## config.mk

```make
export PLATFORM = sky130hd
export DESIGN_NAME = tri_inside_pipe
export DESIGN_NICKNAME = d
export VERILOG_FILES = /design/src/rtl/tri_pkg.sv /design/src/rtl/tri_edge_cross.sv /design/src/rtl/tri_inside_pipe.sv
export SDC_FILE = /design/constraint.sdc
export NUM_CORES = 2
export LEC_CHECK = 0
export CAP_MARGIN = 20
export CORE_MARGIN = 8
export CORE_UTILIZATION = 59
export DETAILED_ROUTE_END_ITERATION = 8
export GPL_TIMING_DRIVEN = 0
export MAX_ROUTING_LAYER = met4
export PLACE_DENSITY_LB_ADDON = 0.3
export SLEW_MARGIN = 30
export SYNTH_ARGS = -nofsm -noshare
export SYNTH_HDL_FRONTEND = slang
export SYNTH_SLANG_ARGS = --single-unit
```

## constraint.sdc

```tcl
create_clock -name clk -period 13.1 [get_ports clk]
set_input_delay 1.965 -clock clk [delete_from_list [all_inputs] [get_ports clk]]
set_output_delay 1.965 -clock clk [all_outputs]
set_load 0.005 [all_outputs]
```

## src/rtl/tri_pkg.sv

```systemverilog
// Shared types and width helpers for the point-in-triangle pipeline.
// Widths derive from the coordinate width W of the instantiating module.
package tri_pkg;

    typedef enum logic [1:0] {
        VTX0 = 2'd0,
        VTX1 = 2'd1,
        VTX2 = 2'd2
    } vtx_slot_t;

    // Coordinate differences: one sign bit on top of the unsigned range
    function automatic int dw_of(input int w);
        return w + 1;
    endfunction

    // Products of two differences
    function automatic int pw_of(input int w);
        return 2 * w + 2;
    endfunction

    // Difference of two products
    function automatic int cw_of(input int w);
        return 2 * w + 3;
    endfunction

endpackage

```

## src/rtl/tri_edge_cross.sv

```systemverilog
// One edge function of the triangle test: differences (stage 1), products
// (stage 2), and the combinational cross product c = ex*dy - ey*dx.
module tri_edge_cross
    import tri_pkg::*;
#(
    parameter int W = 11
) (
    input  logic                        clk,
    input  logic                        adv,
    input  logic [W-1:0]                vi_x,
    input  logic [W-1:0]                vi_y,
    input  logic [W-1:0]                vj_x,
    input  logic [W-1:0]                vj_y,
    input  logic [W-1:0]                px,
    input  logic [W-1:0]                py,
    output logic signed [cw_of(W)-1:0]  c
);

    localparam int DW = dw_of(W);
    localparam int PW = pw_of(W);
    localparam int CW = cw_of(W);

    logic signed [DW-1:0] ex_reg, ey_reg, dx_reg, dy_reg;
    logic signed [PW-1:0] p_reg, q_reg;
    logic signed [PW-1:0] ex_ext, ey_ext, dx_ext, dy_ext;

    always_ff @(posedge clk) begin
        if (adv) begin
            ex_reg <= $signed({1'b0, vj_x}) - $signed({1'b0, vi_x});
            ey_reg <= $signed({1'b0, vj_y}) - $signed({1'b0, vi_y});
            dx_reg <= $signed({1'b0, px})   - $signed({1'b0, vi_x});
            dy_reg <= $signed({1'b0, py})   - $signed({1'b0, vi_y});
        end
    end

    // Sign-extend before multiplying so the full-width product is exact
    assign ex_ext = PW'(ex_reg);
    assign ey_ext = PW'(ey_reg);
    assign dx_ext = PW'(dx_reg);
    assign dy_ext = PW'(dy_reg);

    always_ff @(posedge clk) begin
        if (adv) begin
            p_reg <= ex_ext * dy_ext;
            q_reg <= ey_ext * dx_ext;
        end
    end

    assign c = CW'(p_reg) - CW'(q_reg);

endmodule

```

## src/rtl/tri_inside_pipe.sv

```systemverilog
// Pipelined point-in-triangle tester: vertex loading, valid/degenerate
// tracking, three parallel edge functions and the final sign combine.
module tri_inside_pipe
    import tri_pkg::*;
#(
    parameter int W               = 11,
    parameter bit BOUNDARY_INSIDE = 1'b1
) (
    input  logic         clk,
    input  logic         r,
    input  logic         in_valid,
    output logic         in_ready,
    input  logic         in_vtx,
    input  logic [W-1:0] in_x,
    input  logic [W-1:0] in_y,
    output logic         out_valid,
    input  logic         out_ready,
    output logic         out_inside,
    output logic         out_degen,
    output logic         tri_ok
);

    localparam int CW = cw_of(W);

    vtx_slot_t      vcnt_reg, vcnt_next;
    logic           tri_ok_reg, tri_ok_next;
    logic           commit;

    logic [W-1:0]   stg_x_reg [2];
    logic [W-1:0]   stg_y_reg [2];
    logic [W-1:0]   act_x_reg [3];
    logic [W-1:0]   act_y_reg [3];

    logic           adv, accept, vtx_acc, pt_acc;

    logic [2:0]     v_reg;
    logic [2:0]     nl_reg;
    logic           out_valid_reg, out_inside_reg, out_degen_reg;

    logic signed [CW-1:0] c_w   [3];
    logic signed [CW-1:0] c_reg [3];
    logic [2:0]     c_pos, c_neg, c_zero;
    logic           pos_all, neg_all, degen_w, inside_w;

    assign adv     = ~out_valid_reg | out_ready;
    assign accept  = in_valid & adv;
    assign vtx_acc = accept & in_vtx;
    assign pt_acc  = accept & ~in_vtx;

    // Vertex slot sequencing
    always_ff @(posedge clk or posedge r) begin
        if (r) begin
            vcnt_reg   <= VTX0;
            tri_ok_reg <= 1'b0;
        end else begin
            vcnt_reg   <= vcnt_next;
            tri_ok_reg <= tri_ok_next;
        end
    end

    always_comb begin
        vcnt_next   = vcnt_reg;
        tri_ok_next = tri_ok_reg;
        commit      = 1'b0;
        if (vtx_acc) begin
            case (vcnt_reg)
                VTX0: vcnt_next = VTX1;
                VTX1: vcnt_next = VTX2;
                VTX2: begin
                    vcnt_next   = VTX0;
                    tri_ok_next = 1'b1;
                    commit      = 1'b1;
                end
                default: vcnt_next = VTX0;
            endcase
        end
    end

    // Triangle data needs no reset: tri_ok gates its use
    always_ff @(posedge clk) begin
        if (vtx_acc && vcnt_reg == VTX0) begin
            stg_x_reg[0] <= in_x;
            stg_y_reg[0] <= in_y;
        end
        if (vtx_acc && vcnt_reg == VTX1) begin
            stg_x_reg[1] <= in_x;
            stg_y_reg[1] <= in_y;
        end
        if (commit) begin
            act_x_reg[0] <= stg_x_reg[0];
            act_y_reg[0] <= stg_y_reg[0];
            act_x_reg[1] <= stg_x_reg[1];
            act_y_reg[1] <= stg_y_reg[1];
            act_x_reg[2] <= in_x;
            act_y_reg[2] <= in_y;
        end
    end

    // Points sample the currently active set, so a commit on the same edge
    // only affects later points.
    genvar gi;
    generate
        for (gi = 0; gi < 3; gi++) begin : g_edge
            tri_edge_cross #(
                .W (W)
            ) u_edge (
                .clk  (clk),
                .adv  (adv),
                .vi_x (act_x_reg[gi]),
                .vi_y (act_y_reg[gi]),
                .vj_x (act_x_reg[(gi + 1) % 3]),
                .vj_y (act_y_reg[(gi + 1) % 3]),
                .px   (in_x),
                .py   (in_y),
                .c    (c_w[gi])
            );

            assign c_neg[gi]  = c_reg[gi][CW-1];
            assign c_zero[gi] = (c_reg[gi] == '0);
            assign c_pos[gi]  = ~c_reg[gi][CW-1] & ~c_zero[gi];
        end
    endgenerate

    always_ff @(posedge clk) begin
        if (adv) begin
            for (int i = 0; i < 3; i++) begin
                c_reg[i] <= c_w[i];
            end
        end
    end

    assign pos_all  = BOUNDARY_INSIDE ? &(c_pos | c_zero) : &c_pos;
    assign neg_all  = BOUNDARY_INSIDE ? &(c_neg | c_zero) : &c_neg;
    assign degen_w  = (&c_zero) | nl_reg[2];
    assign inside_w = (pos_all | neg_all) & ~degen_w;

    // nl_reg marks points accepted before any triangle was committed
    always_ff @(posedge clk or posedge r) begin
        if (r) begin
            v_reg          <= '0;
            nl_reg         <= '0;
            out_valid_reg  <= 1'b0;
            out_inside_reg <= 1'b0;
            out_degen_reg  <= 1'b0;
        end else if (adv) begin
            v_reg         <= {v_reg[1:0], pt_acc};
            nl_reg        <= {nl_reg[1:0], ~tri_ok_reg};
            out_valid_reg <= v_reg[2];
            if (v_reg[2]) begin
                out_inside_reg <= inside_w;
                out_degen_reg  <= degen_w;
            end
        end
    end

    assign in_ready   = adv;
    assign out_valid  = out_valid_reg;
    assign out_inside = out_inside_reg;
    assign out_degen  = out_degen_reg;
    assign tri_ok     = tri_ok_reg;

endmodule

```

==> impl_metrics.py <==
metrics = {
    "routing": {
        "wl_per_cell_microns": 18.2,
        "postRouteAntennaNets": 0,
        "wl_microns": 128000,
        "vias_per_cell": 5.43,
        "drtIter0Drc": 2777,
        "drc": 0,
        "num_vias": 38100,
        "drt_pass1_iterations": 5,
    },
    "placement": {
        "gp_congestion": 0.926,
        "place_ws_ns": 6.75,
        "post-dp-hpwl_microns": 105000,
        "portBuffers": 31,
    },
    "yosys": {
        "yosys_warnings": 0,
        "syn_nets": 6962,
        "yosysSeqAreaShare_pct": 25.9,
        "async_flop_share_pct": 2.47,
        "synth_edf_count": 473,
        "syn_area_per_cell_sq_um": 10.0,
        "synth-seq-cells": 485,
        "synthDistinctLibCells": 73,
        "syn_area_sq_um": 56000,
        "ys.flop_type": "edfxtp_1",
        "synthCells": 5582,
    },
    "setup_path": {
        "reg2reg_from": "g_edge[1].u_edge.dy_reg[1]",
        "crit_chain": "clkdlybuf4s50_1, nand2b_1, buf_8, buf_16, buf_16, clkdlybuf4s50_1",
        "cp.required_ns": 11.14,
        "path_max_fanout": 88,
        "slowest_delay_ns": 0.60,
        "worst_ep_arrival_time_ns": 4.36,
        "r2r-end": "g_edge[1].u_edge.p_reg[23]",
        "path_buf_inv": 5,
        "crit_path_end_kind": "output port",
        "r2r_cells": 21,
        "reg2reg_slack_ns": 6.89,
        "path_class": "in2out",
        "critPathTopFamily": "buffers and inverters",
        "slowest_stage": "clkdlybuf4s50_1",
        "start_kind": "input pin",
    },
    "layout": {
        "fin_util_pct": 63.7,
        "fillers": 7569,
        "drive_above_1_share_pct": 2.77,
        "largest_reg_flops": 75,
        "layout_common_cells": "1283 x inv_1, 843 x fa_1, 675 x nand2_1, 510 x ha_1, 473 x edfxtp_1",
        "fin_nets": 7070,
        "areaGrowthSynthToFinish_pct": 7.58,
        "layout_commonest_cell": "inv_1",
    },
    "clock_network": {
        "holdBufCountCts": 0,
        "cts_setup_buffers": 0,
        "clockRootBuffer": "clkbuf_16",
        "clk_pin_slew_worst_paths_ns": 0.06,
        "cts_tree": "yes",
        "clkLatencyLatePin_ns": 0.66,
        "cts-htree-levels": 2,
        "clockBufferDepth": 3,
        "post_cts_resized": 0,
        "cts_inserted_buffers": 56,
        "clock_sinks": 485,
    },
    "sta": {
        "fin_crit_sh_pct": 48.3,
        "setup_tns_ns": 0,
        "slew_headroom_pct": 43.5,
        "timing.hold.ws_ns": 0.407,
        "setup_viol": 0,
        "slew_violations": 0,
        "skew_ns": 0.0175,
        "hold_viol": 0,
        "clock.fmax_mhz": 158,
        "worst_slew_pin_slew_ns": 0.845,
        "fin_crit_ns": 6.33,
        "layout_setup_ws_ns": 6.77,
        "rsz0062_at_grt": "no",
    },
    "grt": {
        "grtUsageTotal_pct": 26.1,
        "antenna_found_initial": 14,
        "grt_max_degree": 98,
        "grt_pass1_wl_microns": 210000,
        "overflow": 0,
        "first_global_vias": 40000,
    },
    "floorplan": {
        "die_w_microns": 324,
        "fp-row-count": 113,
        "die_h_microns": 324,
        "dieArea_sq_um": 105000,
        "ios": 32,
        "core_sq_um": 94600,
        "start_util_pct": 59.2,
    },
    "status": {
        "status": "finished, final reports clean",
    },
    "worst_hold_path": {
        "hp-start": "stg_x_reg[0][18]",
        "hold_depth": 0,
        "min_to": "act_x_reg[0][18]",
        "hp-class": "reg2reg",
    },
    "run": {
        "maxCapViolations": 0,
    },
}
-- per-layer routing --
layer | part of all wire [%] | track usage (%)
met4 | 3.5 | 8.49
met5 | 0 | -
met2 | 49 | 42.9
met1 | 41 | 33.6
met3 | 6.2 | 3.83
-- cell families after synthesis --
| kind of cell | Yosys count | synth area share (%) |
|---|---|---|
| adder cells (fa/ha/maj) | 1353 | 41.5 |
| XOR/XNOR | 233 | 3.64 |
| flip-flops | 485 | 25.9 |
| AO/OA/AOI/OAI | 546 | 6.49 |
| buffers and inverters | 1430 | 9.58 |
| AND/OR/NAND/NOR | 1520 | 12.6 |
| multiplexers | 15 | 0.279 |
-- metrics by stage --
stage                     instance area, sq um  std cells
after floorplan                          56000       5582
after global placement                   57900       6878
after detailed placement                 58200       6897
after CTS                                60200       7002
after global routing                     60200       7016
final                                    60300       7018
-- how the worst max path moves through the flow --
stage	slack, ns	cells past startpoint	startpoint	endpoint
final	6.77	6	out_ready	in_ready
after global routing	6.57	20	g_edge[0].u_edge.dy_reg[2]	g_edge[0].u_edge.p_reg[23]
after CTS	6.75	6	out_ready	in_ready
after detailed placement	6.75	6	out_ready	in_ready
after global placement	-5.93	4	out_ready	in_ready
after floorplan	0.09	2	out_ready	in_ready
-- cells in the mapped netlist, types with 4 or more instances --
library cell | count | area (sq um)
a21o_1 | 48 | 360
edfxtp_1 | 473 | 14200
nand4_1 | 16 | 100
a21oi_1 | 111 | 556
nor3_1 | 68 | 340
a31o_2 | 5 | 43.8
a21boi_0 | 65 | 488
fa_1 | 843 | 16900
clkinv_1 | 5 | 18.8
o31a_1 | 6 | 52.6
mux2i_1 | 10 | 100
nand3_1 | 27 | 135
a211oi_1 | 8 | 60.1
inv_1 | 1283 | 4820
a221oi_1 | 11 | 96.3
a31oi_1 | 15 | 93.8
and3_1 | 13 | 81.3
o31ai_1 | 5 | 37.5
nor2_1 | 275 | 1030
mux2_2 | 5 | 56.3
and2_1 | 259 | 1620
ha_1 | 510 | 6380
o21ai_0 | 134 | 671
nor4_1 | 23 | 144
nor2b_1 | 64 | 400
clkbuf_1 | 141 | 529
dfrtp_1 | 12 | 300
a311o_1 | 9 | 90.1
or4_1 | 4 | 30.0
o21ai_1 | 12 | 60.1
xor2_1 | 51 | 447
nand3b_1 | 7 | 52.6
o211ai_1 | 4 | 30.0
or3_1 | 9 | 56.3
nand2b_1 | 58 | 363
a311oi_1 | 14 | 123
or2_2 | 12 | 75.1
a211o_1 | 16 | 140
o21a_1 | 25 | 188
xnor2_1 | 182 | 1590
o21bai_1 | 17 | 128
nand2_1 | 675 | 2530
-- cell type report --
cell class	count	area, sq um	share of cell area [%]
tap	1265	1580	2.63
clock inverter	47	648	1.08
antenna	16	40.0	0.0665
clock buffer	58	1410	2.34
inverter	1288	4830	8.02
timing repair buffer	50	537	0.891
sequential	485	14500	24.1
multi-input combinational	3667	36200	60.0
buffer	142	544	0.903
Power is left out: the tool's default activity adds up to more than one toggle a clock period on the data nets, which glitch-free logic cannot reach.
